===== src/rtl/pc_ctrl_pkg.sv =====
// Shared types and constants for the fetch/sequencing controller and the PC unit.
// The state enum order fixes the debug encoding seen on the state port.
package pc_ctrl_pkg;

   typedef enum logic [2:0] {
      FETCH_ADDR = 3'd0,
      FETCH_WAIT = 3'd1,
      FETCH_IR   = 3'd2,
      DECODE     = 3'd3,
      BRANCH     = 3'd4,
      JUMP       = 3'd5,
      EXEC       = 3'd6,
      FAULT      = 3'd7
   } state_e;

   localparam logic [1:0] PC_SEL_INC = 2'd0;
   localparam logic [1:0] PC_SEL_EA  = 2'd1;
   localparam logic [1:0] PC_SEL_BUS = 2'd2;

   localparam logic [3:0] OP_BR  = 4'b0000;
   localparam logic [3:0] OP_JMP = 4'b1100;
   localparam logic [3:0] OP_RSV = 4'b1101;

   typedef struct packed {
      logic       gate_pc;
      logic       load_pc;
      logic [1:0] pc_sel;
      logic       load_mar;
      logic       mem_read;
      logic       load_ir;
   } strobes_t;

   localparam strobes_t STROBES_IDLE = '{
      gate_pc:  1'b0,
      load_pc:  1'b0,
      pc_sel:   PC_SEL_INC,
      load_mar: 1'b0,
      mem_read: 1'b0,
      load_ir:  1'b0
   };

   // Successor of DECODE for a given opcode and branch condition.
   function automatic state_e decode_next(input logic [3:0] opcode, input logic nzp_match);
      state_e nxt;
      case (opcode)
         OP_BR:   nxt = nzp_match ? BRANCH : FETCH_ADDR;
         OP_JMP:  nxt = JUMP;
         OP_RSV:  nxt = FAULT;
         default: nxt = EXEC;
      endcase
      return nxt;
   endfunction

endpackage


===== src/rtl/fetch_ctrl_mem_wait_timer.sv =====
// Counts FETCH_WAIT cycles without mem_ready; expired_o flags the cycle whose
// increment would reach MEM_TIMEOUT.
module mem_wait_timer
   import pc_ctrl_pkg::*;
#(
   parameter int MEM_TIMEOUT = 15
) (
   input  logic clk,
   input  logic reset,
   input  logic clear_i,
   input  logic enable_i,
   output logic expired_o
);

   localparam logic [7:0] LAST_CNT = 8'(MEM_TIMEOUT - 1);

   logic [7:0] count_q;
   logic [7:0] count_d;

   always_comb begin
      count_d = count_q;
      if (clear_i) begin
         count_d = 8'd0;
      end else if (enable_i) begin
         count_d = count_q + 8'd1;
      end
   end

   always_ff @(posedge clk) begin
      if (reset) begin
         count_q <= 8'd0;
      end else begin
         count_q <= count_d;
      end
   end

   assign expired_o = enable_i && (count_q == LAST_CNT);

endmodule


===== src/rtl/fetch_ctrl.sv =====
// Instruction-sequencing controller: fetch handshake, PC unit strobes, opcode
// dispatch and retired-instruction count. Outputs decode from the state register.
module fetch_ctrl
   import pc_ctrl_pkg::*;
#(
   parameter int MEM_TIMEOUT = 15,
   parameter int CNT_W       = 16
) (
   input  logic             clk,
   input  logic             reset,
   input  logic             run,
   input  logic             mem_ready,
   input  logic [3:0]       opcode,
   input  logic             nzp_match,
   input  logic             exec_done,
   output logic             gate_pc,
   output logic             load_pc,
   output logic [1:0]       pc_sel,
   output logic             load_mar,
   output logic             mem_read,
   output logic             load_ir,
   output logic             exec_start,
   output logic             fault,
   output logic [CNT_W-1:0] retired,
   output logic [2:0]       state
);

   state_e           state_q;
   state_e           state_d;
   logic [CNT_W-1:0] retired_q;
   logic [CNT_W-1:0] retired_d;
   logic             exec_start_q;
   logic             exec_start_d;
   logic             retire;
   logic             timer_clr;
   logic             timer_en;
   logic             timer_expired;
   strobes_t         strb;

   mem_wait_timer #(
      .MEM_TIMEOUT (MEM_TIMEOUT)
   ) u_timer (
      .clk       (clk),
      .reset     (reset),
      .clear_i   (timer_clr),
      .enable_i  (timer_en),
      .expired_o (timer_expired)
   );

   always_ff @(posedge clk) begin
      if (reset) begin
         state_q      <= FETCH_ADDR;
         retired_q    <= '0;
         exec_start_q <= 1'b0;
      end else begin
         state_q      <= state_d;
         retired_q    <= retired_d;
         exec_start_q <= exec_start_d;
      end
   end

   always_comb begin
      state_d      = state_q;
      retire       = 1'b0;
      timer_clr    = 1'b0;
      timer_en     = 1'b0;
      exec_start_d = 1'b0;
      strb         = STROBES_IDLE;

      case (state_q)
         FETCH_ADDR: begin
            timer_clr = 1'b1;
            // run is only looked at here, so a drop mid-instruction finishes it first.
            if (run) begin
               strb.gate_pc  = 1'b1;
               strb.load_mar = 1'b1;
               strb.load_pc  = 1'b1;
               strb.pc_sel   = PC_SEL_INC;
               state_d       = FETCH_WAIT;
            end
         end
         FETCH_WAIT: begin
            strb.mem_read = 1'b1;
            if (mem_ready) begin
               state_d = FETCH_IR;
            end else begin
               timer_en = 1'b1;
               if (timer_expired) begin
                  state_d = FAULT;
               end
            end
         end
         FETCH_IR: begin
            strb.load_ir = 1'b1;
            state_d      = DECODE;
         end
         DECODE: begin
            state_d = decode_next(opcode, nzp_match);
            // A not-taken branch completes here without a PC load cycle.
            if (state_d == FETCH_ADDR) begin
               retire = 1'b1;
            end
            exec_start_d = (state_d == EXEC);
         end
         BRANCH: begin
            strb.load_pc = 1'b1;
            strb.pc_sel  = PC_SEL_EA;
            retire       = 1'b1;
            state_d      = FETCH_ADDR;
         end
         JUMP: begin
            strb.load_pc = 1'b1;
            strb.pc_sel  = PC_SEL_BUS;
            retire       = 1'b1;
            state_d      = FETCH_ADDR;
         end
         EXEC: begin
            if (exec_done) begin
               retire  = 1'b1;
               state_d = FETCH_ADDR;
            end
         end
         FAULT: begin
            state_d = FAULT;
         end
         default: begin
            state_d = FAULT;
         end
      endcase
   end

   assign retired_d = retire ? (retired_q + CNT_W'(1)) : retired_q;

   assign gate_pc    = strb.gate_pc;
   assign load_pc    = strb.load_pc;
   assign pc_sel     = strb.pc_sel;
   assign load_mar   = strb.load_mar;
   assign mem_read   = strb.mem_read;
   assign load_ir    = strb.load_ir;
   assign exec_start = exec_start_q;
   assign fault      = (state_q == FAULT);
   assign retired    = retired_q;
   assign state      = state_q;

endmodule


===== config.mk =====
export PLATFORM = sky130hd
export DESIGN_NAME = fetch_ctrl
export DESIGN_NICKNAME = d
export VERILOG_FILES = /design/src/rtl/pc_ctrl_pkg.sv /design/src/rtl/fetch_ctrl_mem_wait_timer.sv /design/src/rtl/fetch_ctrl.sv
export SDC_FILE = /design/constraint.sdc
export NUM_CORES = 1
export LEC_CHECK = 0
export BUFFER_PORTS_ARGS = -buffer_cell sky130_fd_sc_hd__buf_4
export CORE_ASPECT_RATIO = 1.2
export CORE_MARGIN = 2
export CORE_UTILIZATION = 40
export DETAILED_ROUTE_END_ITERATION = 12
export GPL_TIMING_DRIVEN = 0
export SLEW_MARGIN = 20
export SYNTH_ARGS = -nofsm -noshare
export SYNTH_HDL_FRONTEND = slang
export SYNTH_SLANG_ARGS = --single-unit

===== constraint.sdc =====
create_clock -name clk -period 5.75 [get_ports clk]
set_clock_uncertainty 0.05 [all_clocks]
set_input_delay 1.725 -clock clk [delete_from_list [all_inputs] [get_ports clk]]
set_output_delay 1.725 -clock clk [all_outputs]
set_load 0.005 [all_outputs]

==> summary.txt, run 1 <==
WORST SETUP PATH
--------------------------------------------------------------------------------
Largest fanout on the critical path                                            2
Worst reg2reg startpoint                                                state[1]
FF-to-FF End                                                         retired[15]
Register-to-Register Path Depth                                                5
Critical path data required time                                         3970 ps
Worst R2R Setup Slack                                                    3810 ps
Critical Path End Type                                              primary output
CP Class                                                            primary input to primary output
Data arrival time of the critical path                                   2200 ps
Startpoint type of the worst setup path                             primary input

FINAL LAYOUT
--------------------------------------------------------------------------------
Post-layout util                                                           53.3%
Share of post-route cells with drive strength above 1                      27.0%
Count of inserted antenna diode cells                                          0
Final-stage net count                                                        236
Area Overhead vs Synth                                                     27.2%

YOSYS
--------------------------------------------------------------------------------
Number of warnings printed during yosys synthesis                              0
Cell with the most instances after synthesis                        sky130_fd_sc_hd__nor2_1
Most area-consuming cells after synthesis                           sky130_fd_sc_hd__dfxtp_1 37%, sky130_fd_sc_hd__nor2_1 8.1%, sky130_fd_sc_hd__xnor2_1 6.9%, sky130_fd_sc_hd__xor2_1 4.6%, sky130_fd_sc_hd__a211oi_2 4.1%
Number of synthesized register bits                                           28
Number of library cell types mapped by synthesis                              37
Mapped Avg Cell Area                                                    8.42 um2
Number of synthesized flops with an enable pin                                 0
Share of flip-flops with an asynchronous set or reset                         0%
Most frequently used flop master after synthesis                    sky130_fd_sc_hd__dfxtp_1
Cell area after synthesis                                            0.00152 mm2
Syn_nets                                                                     194
Top cell types by occurrence after synthesis                        33 x sky130_fd_sc_hd__nor2_1, 28 x sky130_fd_sc_hd__dfxtp_1, 14 x sky130_fd_sc_hd__nand2_1, 12 x sky130_fd_sc_hd__xnor2_1
Top cell type by total area after synthesis                         sky130_fd_sc_hd__dfxtp_1
Cell count after synthesis                                                   181
Proportion of synthesized chip area in sequential cells                    36.8%
Fraction of synthesized cell area taken by the top area cell type          36.8%

CTS
--------------------------------------------------------------------------------
Clock latency at the later pin of the worst-skew pair                     270 ps
Clock H-tree levels                                                            1
Cell at the root of the clock tree                                  sky130_fd_sc_hd__clkbuf_8
Post-CTS sizing                                                                0
Clock Pin Slew Worst Setup and Hold Paths                                 100 ps
CTS tree                                                                    done
Post-CTS setup repair buffer count                                             0
CTS Hold Bufs                                                                  0
Maximum clock path buffer count                                                2
Inserted Clock Buffers                                                         3
Number of sinks on the clock net                                              28

GLOBAL ROUTING
--------------------------------------------------------------------------------
Largest net degree at the start of global routing                             17
Aggregate global routing overflow                                              0
Gr usage total                                                             17.0%
Number of antenna violations at the first check in global routing              0
First-pass GRT wire length                                               5810 um
Vias in the first global route                                              1276

TIMING
--------------------------------------------------------------------------------
Setup tns final                                                             0 ps
Worst slew slack as a fraction of its limit                                66.0%
Maximum operating frequency                                              251 MHz
Final Hold Viols                                                               0
Part of the cycle the worst path needs                                     69.2%
Setup-failing EPs final                                                        0
RSZ-0062 raised after global routing                                          no
Worst slew pin tran                                                       510 ps
Final Worst Setup Slack                                                  1770 ps
Time the final worst path needs with I/O delays and setup                3980 ps
Final Max Tran Viols                                                           0

ROUTE
--------------------------------------------------------------------------------
Count of vias placed by the detailed router                                 1385
Number of vias per cell                                                     5.05
DR DRC count                                                                   0
Router iterations before antenna repair                                        4
Count of nets left with antenna violations after detail routing                0
Total Routed Length                                                      3460 um
Routed wire length per instance                                          12.6 um
Starting DRT DRC Count                                                        43

MIN PATH
--------------------------------------------------------------------------------
Number of cells on the worst hold path                                         2
Startpoint of the lowest-slack hold path                            u_timer.count_q[7]
Worst Hold End                                                      u_timer.count_q[7]
Hold WC Path Type                                                   register to register

FLOORPLAN
--------------------------------------------------------------------------------
Floorplan die width                                                      60.3 um
Area of the core region                                              0.00363 mm2
Top-Level Pins                                                                38
Die span in y                                                            71.6 um
Initial Util                                                               41.9%
Number of rows created at floorplan                                           24
Area of the die                                                      0.00432 mm2

PLACE
--------------------------------------------------------------------------------
Post-placement setup slack                                               1770 ps
Gp weighted congestion                                                     0.924
DP Wirelength                                                            2650 um
Port Buf Inserts                                                              37

OUTCOME
--------------------------------------------------------------------------------
Run status                                                             completed

PWR
--------------------------------------------------------------------------------
Pwr dens                                                              221 mW/mm2
Largest vdd supply drop                                                 0.157 mV
Total Power                                                               428 uW
Static Leakage                                                       0.000732 uW

RUN
--------------------------------------------------------------------------------
Number of maximum-capacitance violations                                       0

## cell usage in the layout, fill, tap and decap left out, types with 3 or more instances in the layout
master	synthesis	layout
sky130_fd_sc_hd__buf_4	3	40
sky130_fd_sc_hd__nor2_1	33	33
sky130_fd_sc_hd__dfxtp_1	28	28
sky130_fd_sc_hd__nand2_1	14	14
sky130_fd_sc_hd__xnor2_1	12	12
sky130_fd_sc_hd__a21oi_1	8	8
sky130_fd_sc_hd__xor2_1	8	8
sky130_fd_sc_hd__nand4_1	8	8
sky130_fd_sc_hd__inv_1	7	7
sky130_fd_sc_hd__o21ai_0	7	7
sky130_fd_sc_hd__nand3_1	7	7
sky130_fd_sc_hd__a211oi_2	5	5
sky130_fd_sc_hd__nor3_1	4	4
sky130_fd_sc_hd__clkbuf_1	4	4
sky130_fd_sc_hd__ha_1	3	3
sky130_fd_sc_hd__clkbuf_8	0	3
## worst max-delay path, cell delays in order
cell and delay [ps]:
sky130_fd_sc_hd__buf_4 110, sky130_fd_sc_hd__nand2_1 70, sky130_fd_sc_hd__inv_1 50, sky130_fd_sc_hd__buf_4 120, sky130_fd_sc_hd__buf_4 120
## stage by stage
| step | cell area (um2) | hold slack, ps | cells |
|---|---|---|---|
| after global placement | 1870 | 436 | 270 |
| after detailed placement | 1870 | 449 | 270 |
| final | 1940 | 464 | 274 |
| after CTS | 1940 | 473 | 274 |
| after floorplan | 1520 | 421 | 181 |
| after global routing | 1940 | 514 | 274 |
## layer usage
metal  part of all wire (%)  global-route usage (%)
met2                     51                    28.3
met1                     46                    23.1
met5                      0                       0
met3                    1.9                    2.35
met4                   0.75                    4.20
## logic make-up (layout without fill, tap and decap cells)
logic type,after synthesis,after routing,synth area share [%]
xor gates and xnor gates,20,20,11.5
buffers and inverters,16,57,4.84
AOI/OAI and AO/OA,31,31,15.5
and+or+nand+nor,82,82,28.2
adders and majority gates,3,3,2.46
muxes,1,1,0.739
DFF,28,28,36.8
## state kept, by name, summed over array words and instances (netlist names)
name and flops:
state 3, retired 16, u_timer.count_q 8, exec_start 1
## layout make-up
type | count | area (um2)
inverter | 7 | 26.3
buffer | 9 | 47.5
sequential | 28 | 561
tap | 52 | 65.1
timing repair buffer | 37 | 278
multi-input combinational | 137 | 890
clock buffer | 3 | 41.3
clock inverter | 1 | 30.0
fill | 346 | 1700
## worst max-delay path by stage
stage          from  endpoint  slack (ps)  depth (start not counted)
6_report        run  load_mar        1770                          5
5_1_grt         run  load_mar        1750                          5
4_1_cts         run  load_mar        1770                          5
3_5_place_dp    run  load_mar        1770                          5
3_3_place_gp    run  load_mar        1780                          5
2_1_floorplan   run  load_mar        2020                          3
## report_power, final
part | switching, uW | leakage, uW | internal, uW
clock | 60.6 | 0.0000357 | 93.1
combinational | 37.2 | 0.000470 | 33.7
sequential | 6.39 | 0.000226 | 197
total | 104 | 0.000732 | 324
Note: power is estimated with default switching activity, not from simulation.
==> run 2: changes to the inputs <==
PLACE_DENSITY = 0.65   (was not set)
clock period = 3.4 ns   (was 5.75 ns; I/O delays follow)
==> run 2 against run 1 <==
  * Critical path depth increased by 2
  * Die area unchanged
  * Hold slack improved by 6.1 ps
  * Register-to-register slack got worse by 2400 ps
  * Sequential cell count unchanged
  * Non-clock buffer count unchanged
  * Clock-buffer cell count unchanged
  * Core utilization unchanged
  * Final cell count unchanged
  * Combinational power increased by 68%
  * Sequential share of layout area unchanged
  * Total power increased by 70%
==> summary.txt, run 2 (synthesized netlist as in run 1, its figures left out) <==
PLACE
-------------------------------------------------------------------------------------
Port Buf Inserts                                                                   37
DP Wirelength                                                                 2450 um
Gp weighted congestion                                                          0.779
Post-placement setup slack                                                     685 ps

FLOORPLAN
-------------------------------------------------------------------------------------
Die span in y                                                                 71.6 um
Top-Level Pins                                                                     38
Area of the core region                                                   0.00363 mm2
Floorplan die width                                                           60.3 um
Number of rows created at floorplan                                                24
Initial Util                                                                    41.9%
Area of the die                                                           0.00432 mm2

GLOBAL ROUTING
-------------------------------------------------------------------------------------
Gr usage total                                                                  16.5%
Largest net degree at the start of global routing                                  17
Number of antenna violations at the first check in global routing                   0
Vias in the first global route                                                   1254
Aggregate global routing overflow                                                   0
First-pass GRT wire length                                                    5690 um

TIMING
-------------------------------------------------------------------------------------
Time the final worst path needs with I/O delays and setup                     2620 ps
Worst-case hold slack                                                          470 ps
Final Worst Setup Slack                                                        781 ps
Maximum operating frequency                                                   382 MHz
Part of the cycle the worst path needs                                          77.0%
Worst slew pin tran                                                            508 ps
Final Hold Viols                                                                    0
Final Max Tran Viols                                                                0
RSZ-0062 raised after global routing                                               no
Setup tns final                                                                  0 ps
Worst slew slack as a fraction of its limit                                     66.1%
Setup-failing EPs final                                                             0

FINAL LAYOUT
-------------------------------------------------------------------------------------
Most frequent standard cell in the layout excluding fill and tap cells   sky130_fd_sc_hd__buf_4
Share of post-route cells with drive strength above 1                           27.0%
Number of fill cells                                                              359
Register area                                                                 561 um2
Area Overhead vs Synth                                                          27.2%
Count of inserted antenna diode cells                                               0
Multi-input logic area                                                        890 um2
Final-stage net count                                                             236
Flip-flop count of the largest register, all copies and words added                16
Most frequent cells in the layout                                        40 x sky130_fd_sc_hd__buf_4, 33 x sky130_fd_sc_hd__nor2_1, 28 x sky130_fd_sc_hd__dfxtp_1, 14 x sky130_fd_sc_hd__nand2_1, 12 x sky130_fd_sc_hd__xnor2_1

WORST SETUP PATH
-------------------------------------------------------------------------------------
Cell family with the largest share of critical-path delay                simple AND/OR/NAND/NOR gates
Critical Path End Type                                                   primary output
List of cells traversed by the critical path                             buf_4 -> or2_2 -> nor2_1 -> nand2_1 -> inv_1 -> buf_4 -> buf_4
Largest stage delay on the critical path                                       340 ps
Slowest cell on crit path                                                sky130_fd_sc_hd__or2_2
Worst R2R Setup Slack                                                         1410 ps
Startpoint type of the worst setup path                                      register
CP Class                                                                 register to primary output
Largest fanout on the critical path                                                 9
Buf+Inv Stages, Crit Path                                                           4
Critical path data required time                                              2330 ps
Data arrival time of the critical path                                        1550 ps
Worst path most repeated cell                                            sky130_fd_sc_hd__buf_4

CTS
-------------------------------------------------------------------------------------
Inserted Clock Buffers                                                              3
Cell at the root of the clock tree                                       sky130_fd_sc_hd__clkbuf_8
Clock H-tree levels                                                                 1
Post-CTS setup repair buffer count                                                  0
Post-CTS sizing                                                                     0
Clock latency at the later pin of the worst-skew pair                          270 ps
CTS tree                                                                         done
Clock Pin Slew Worst Setup and Hold Paths                                      100 ps
Number of sinks on the clock net                                                   28
CTS Hold Bufs                                                                       0
Maximum clock path buffer count                                                     2

ROUTE
-------------------------------------------------------------------------------------
Routed wire length per instance                                               11.8 um
DR DRC count                                                                        0
Count of nets left with antenna violations after detail routing                     0
Router iterations before antenna repair                                             4
Starting DRT DRC Count                                                             45
Number of vias per cell                                                          4.97
Total Routed Length                                                           3230 um
Count of vias placed by the detailed router                                      1361

PWR
-------------------------------------------------------------------------------------
Pwr dens                                                                   375 mW/mm2
Largest vdd supply drop                                                      0.202 mV
Cell-internal power                                                            549 uW
Share of total power consumed by net switching                                  24.6%
Fraction of power consumed by sequential logic                                  47.4%
Combinational Power Share                                                       16.4%
Switching Power                                                                179 uW
Clock network fraction of total power                                           36.3%
Static Leakage                                                            0.000732 uW

RUN
-------------------------------------------------------------------------------------
Number of maximum-capacitance violations                                            0

OUTCOME
-------------------------------------------------------------------------------------
Run status                                                                  completed

MIN PATH
-------------------------------------------------------------------------------------
Hold WC Path Type                                                        register to register

-- run 2: cell counts in the layout (fill, tap and decap cells not counted) --
No cell type changed its count.
-- run 2: routing by layer --
metal | routed length, um | GRT usage [%] | up-vias
li1 | - | - | 707
met1 | 1610 | 23.9 | 615
met2 | 1450 | 25.8 | 33
met3 | 129 | 2.17 | 6
met4 | 42 | 3.70 | 0
met5 | 0 | 0 | -
-- run 2: tightest hold or removal path, stage by stage (launching register included) --
cell and delay (ps):
sky130_fd_sc_hd__dfxtp_1 350, sky130_fd_sc_hd__nand3_1 70, sky130_fd_sc_hd__a21oi_1 50
-- run 2: power groups by stage --
stage	Combinational, uW	Clock, uW	Sequential (uW)
after floorplan	71.3	0	350
after detailed placement	120	0	352
after global routing	135	285	346
final	119	264	344
after CTS	121	271	344
after global placement	119	0	352
-- run 2: worst paths after layout --
kind / from / endpoint / cells after the start
worst max-delay path: state[2] / load_mar / 7
worst min-delay path: retired[1] / retired[1] / 2
worst max register to register: state[1] / retired[15] / 5
worst min register to register: retired[1] / retired[1] / 2
-- run 2: final cells by class --
type / instances / area share (%)
Inverter: 7 / 1.36
Timing Repair Buffer: 37 / 14.3
Clock inverter: 1 / 1.55
Clock buffer: 3 / 2.13
Multi-Input combinational cell: 137 / 45.9
Tap cell: 52 / 3.36
Buffer: 9 / 2.45
Sequential cell: 28 / 28.9
-- run 2: stage by stage --
stage | util [%] | instances | cell area (um2) | total power [uW]
3_3_place_gp | 51.4 | 270 | 1870 | 471
6_report | 53.3 | 274 | 1940 | 727
2_1_floorplan | - | 181 | 1520 | 422
4_1_cts | 53.3 | 274 | 1940 | 736
3_5_place_dp | 51.4 | 270 | 1870 | 472
5_1_grt | 53.3 | 274 | 1940 | 766
==> run 3: changes to the inputs <==
ABC_AREA = 1   (was not set)
PLACE_DENSITY = not set   (was 0.65)
clock period = 2.5 ns   (was 3.4 ns; I/O delays follow)
==> run 3 against run 2 <==
  * Global-route usage increased by 0.95 points
  * Sequential power increased by 55%
  * Synthesized area increased by 11%
  * Critical endpoint unchanged
  * First-iteration DRC count increased to 2.7 times the previous value
  * Final cell count increased by 36%
  * Total power increased by 76%
  * Clock power increased by 12%
  * Register-to-register slack got worse by 530 ps
  * Combinational power increased to 3.8 times the previous value
  * Critical path type unchanged
  * Via count increased by 29%
==> summary.txt, run 3 <==
YOSYS
-------------------------------------------------------------------------------------
Cell count after synthesis                                                        278
Post-synthesis adder-cell area fraction                                         2.21%
Xor and xnor fraction of the mapped netlist area                                1.55%
Number of synthesized flops with an enable pin                                      0
Mapped Avg Cell Area                                                         6.10 um2
Largest family of logic cells by synthesized area                        simple AND/OR/NAND/NOR gates
Most area-consuming cells after synthesis                                sky130_fd_sc_hd__dfxtp_1 33%, sky130_fd_sc_hd__nand2_1 19%, sky130_fd_sc_hd__nor2_1 10%, sky130_fd_sc_hd__inv_1 7.5%, sky130_fd_sc_hd__a21oi_1 5.9%
Multiplexer area fraction after synthesis                                          0%
Most frequently used flop master after synthesis                         sky130_fd_sc_hd__dfxtp_1
Fraction of synthesized cell area taken by the top area cell type               33.0%
Syn_nets                                                                          291
Top cell types by occurrence after synthesis                             84 x sky130_fd_sc_hd__nand2_1, 46 x sky130_fd_sc_hd__nor2_1, 34 x sky130_fd_sc_hd__inv_1, 28 x sky130_fd_sc_hd__dfxtp_1, 20 x sky130_fd_sc_hd__a21oi_1
Synth Area in Compound Gates                                                    9.51%
Number of warnings printed during yosys synthesis                                   0
Area share of and/or/nand/nor cells after synthesis                             43.7%
Number of synthesized register bits                                                28
Cell area after synthesis                                                 0.00170 mm2
Cell with the most instances after synthesis                             sky130_fd_sc_hd__nand2_1
Top cell type by total area after synthesis                              sky130_fd_sc_hd__dfxtp_1
Number of library cell types mapped by synthesis                                   28
Proportion of synthesized chip area in sequential cells                         33.0%
Share of flip-flops with an asynchronous set or reset                              0%

CTS
-------------------------------------------------------------------------------------
CTS Hold Bufs                                                                       0
Post-CTS setup repair buffer count                                                  0
Maximum clock path buffer count                                                     2
CTS tree                                                                         done
Number of sinks on the clock net                                                   28
Inserted Clock Buffers                                                              3
Post-CTS sizing                                                                     0
Cell at the root of the clock tree                                       sky130_fd_sc_hd__clkbuf_8
Clock H-tree levels                                                                 1
Clock Pin Slew Worst Setup and Hold Paths                                      100 ps
Clock latency at the later pin of the worst-skew pair                          280 ps

TIMING
-------------------------------------------------------------------------------------
Part of the cycle the worst path needs                                          91.5%
Setup-failing EPs final                                                             0
Worst-case hold slack                                                          438 ps
Worst slew pin tran                                                            489 ps
Setup tns final                                                                  0 ps
Final Hold Viols                                                                    0
Final Max Tran Viols                                                                0
Maximum operating frequency                                                   437 MHz
Time the final worst path needs with I/O delays and setup                     2290 ps
Worst slew slack as a fraction of its limit                                     67.4%
RSZ-0062 raised after global routing                                               no

FINAL LAYOUT
-------------------------------------------------------------------------------------
Most frequent cells in the layout                                        84 x sky130_fd_sc_hd__nand2_1, 46 x sky130_fd_sc_hd__nor2_1, 38 x sky130_fd_sc_hd__buf_4, 34 x sky130_fd_sc_hd__inv_1, 28 x sky130_fd_sc_hd__dfxtp_1
Most frequent standard cell in the layout excluding fill and tap cells   sky130_fd_sc_hd__nand2_1
Count of inserted antenna diode cells                                               0
Number of fill cells                                                              472
Flip-flop count of the largest register, all copies and words added                16
Post-layout util                                                                52.4%
Share of post-route cells with drive strength above 1                           17.6%
Area Overhead vs Synth                                                          23.6%
Final-stage net count                                                             333

WORST SETUP PATH
-------------------------------------------------------------------------------------
Critical Path End Type                                                   primary output
Largest fanout on the critical path                                                 8
List of cells traversed by the critical path                             nor3_1 -> inv_1 -> nor2_1 -> buf_4 -> buf_4
Data arrival time of the critical path                                        1490 ps
Worst reg2reg startpoint                                                   retired[0]
Worst path most repeated cell                                            sky130_fd_sc_hd__buf_4
Critical path origin                                                         state[2]
Startpoint type of the worst setup path                                      register
CP Class                                                                 register to primary output
Critical path data required time                                              1700 ps
Largest stage delay on the critical path                                       410 ps
Slowest cell on crit path                                                sky130_fd_sc_hd__dfxtp_1

GLOBAL ROUTING
-------------------------------------------------------------------------------------
Largest net degree at the start of global routing                                  16
Met2 Use GR                                                                     33.2%
First-pass GRT wire length                                                    6520 um
Aggregate global routing overflow                                                   0
Vias in the first global route                                                   1520
Busiest layer in global routing                                                  met2
Grt met3 use                                                                    1.92%
Gr usage total                                                                  17.4%
GRT met1 Usage                                                                  19.7%
Number of antenna violations at the first check in global routing                   0

PWR
-------------------------------------------------------------------------------------
Total Power                                                                   1280 uW
Pwr dens                                                                   611 mW/mm2
Static Leakage                                                            0.000933 uW
Largest vdd supply drop                                                      0.470 mV

ROUTE
-------------------------------------------------------------------------------------
Number of vias per cell                                                          4.69
Count of vias placed by the detailed router                                      1750
Count of nets left with antenna violations after detail routing                     0
Total Routed Length                                                           3960 um
Starting DRT DRC Count                                                            120
DR DRC count                                                                        0
Routed wire length per instance                                               10.6 um
Router iterations before antenna repair                                             4

FLOORPLAN
-------------------------------------------------------------------------------------
Initial Util                                                                    42.4%
Die span in y                                                                 75.3 um
Area of the core region                                                   0.00400 mm2
Area of the die                                                           0.00478 mm2
Number of rows created at floorplan                                                25
Top-Level Pins                                                                     38
Floorplan die width                                                           63.5 um

PLACE
-------------------------------------------------------------------------------------
DP Wirelength                                                                 3060 um
Port Buf Inserts                                                                   37
Gp weighted congestion                                                          0.854

RUN
-------------------------------------------------------------------------------------
Number of maximum-capacitance violations                                            0

MIN PATH
-------------------------------------------------------------------------------------
Startpoint of the lowest-slack hold path                                 u_timer.count_q[2]
Hold WC Path Type                                                        register to register

OUTCOME
-------------------------------------------------------------------------------------
Run status                                                                  completed

-- run 3: changes by cell type in the layout (fill, tap and decap cells not counted), sizes merged, moves of 6 or more --
cell / change
nor2: +15
a21oi: +12
a211oi: -6
xor2: -6
nand3: +14
nand2: +73
inv: +31
xnor2: -11
-- run 3: cell type report --
type                       count  area (um2)  share of cell area, %
multi-input combinational    208         967                   46.1
buffer                         3        22.5                   1.07
clock buffer                   4        55.1                   2.63
sequential                    28         561                   26.7
inverter                      39         146                   6.98
timing repair buffer          37         278                   13.2
tap                           54        67.6                   3.22
-- run 3: logic make-up (layout without fill, tap and decap cells) --
kind of cell / Yosys count / after routing
AND/OR/NAND/NOR: 171 / 171
buffers and inverters: 42 / 83
AO/OA/AOI/OAI: 31 / 31
flip-flops: 28 / 28
adder cells (fa/ha/maj): 3 / 3
XOR/XNOR: 3 / 3
-- run 3: worst max-delay path: cells and delay by family, from the launching register on --
family,cells,cell delay (ps)
buffers and inverters,3,320
flip-flops,1,410
AND/OR/NAND/NOR,2,470
-- run 3: where the power goes --
part	internal (uW)	switching [uW]	total [uW]	leakage, uW
Clock	142	154	296	0.0000288
Combinational	191	263	455	0.000678
Sequential	477	54.9	532	0.000226
Total	810	472	1280	0.000933
-- run 3: path summary, 6_finish.rpt --
check                       endpoint  slack (ps)  cells past startpoint
setup reg to reg          retired[8]         880                      7
setup / recovery            load_mar         210                      5
hold reg to reg   u_timer.count_q[2]         440                      2
hold / removal    u_timer.count_q[2]         440                      2
-- run 3: routing by layer --
metal	vias up	part of all wire, %
li1	951	-
met1	765	45
met2	27	50
met3	7	2.8
met4	0	2.3
met5	-	0
-- run 3: through the flow --
step	instance area (um2)	cells	setup WS, ps
after global routing	2100	373	13.5
after floorplan	1700	278	634
after detailed placement	2040	369	461
after CTS	2100	373	195
final	2100	373	213
after global placement	2040	369	466
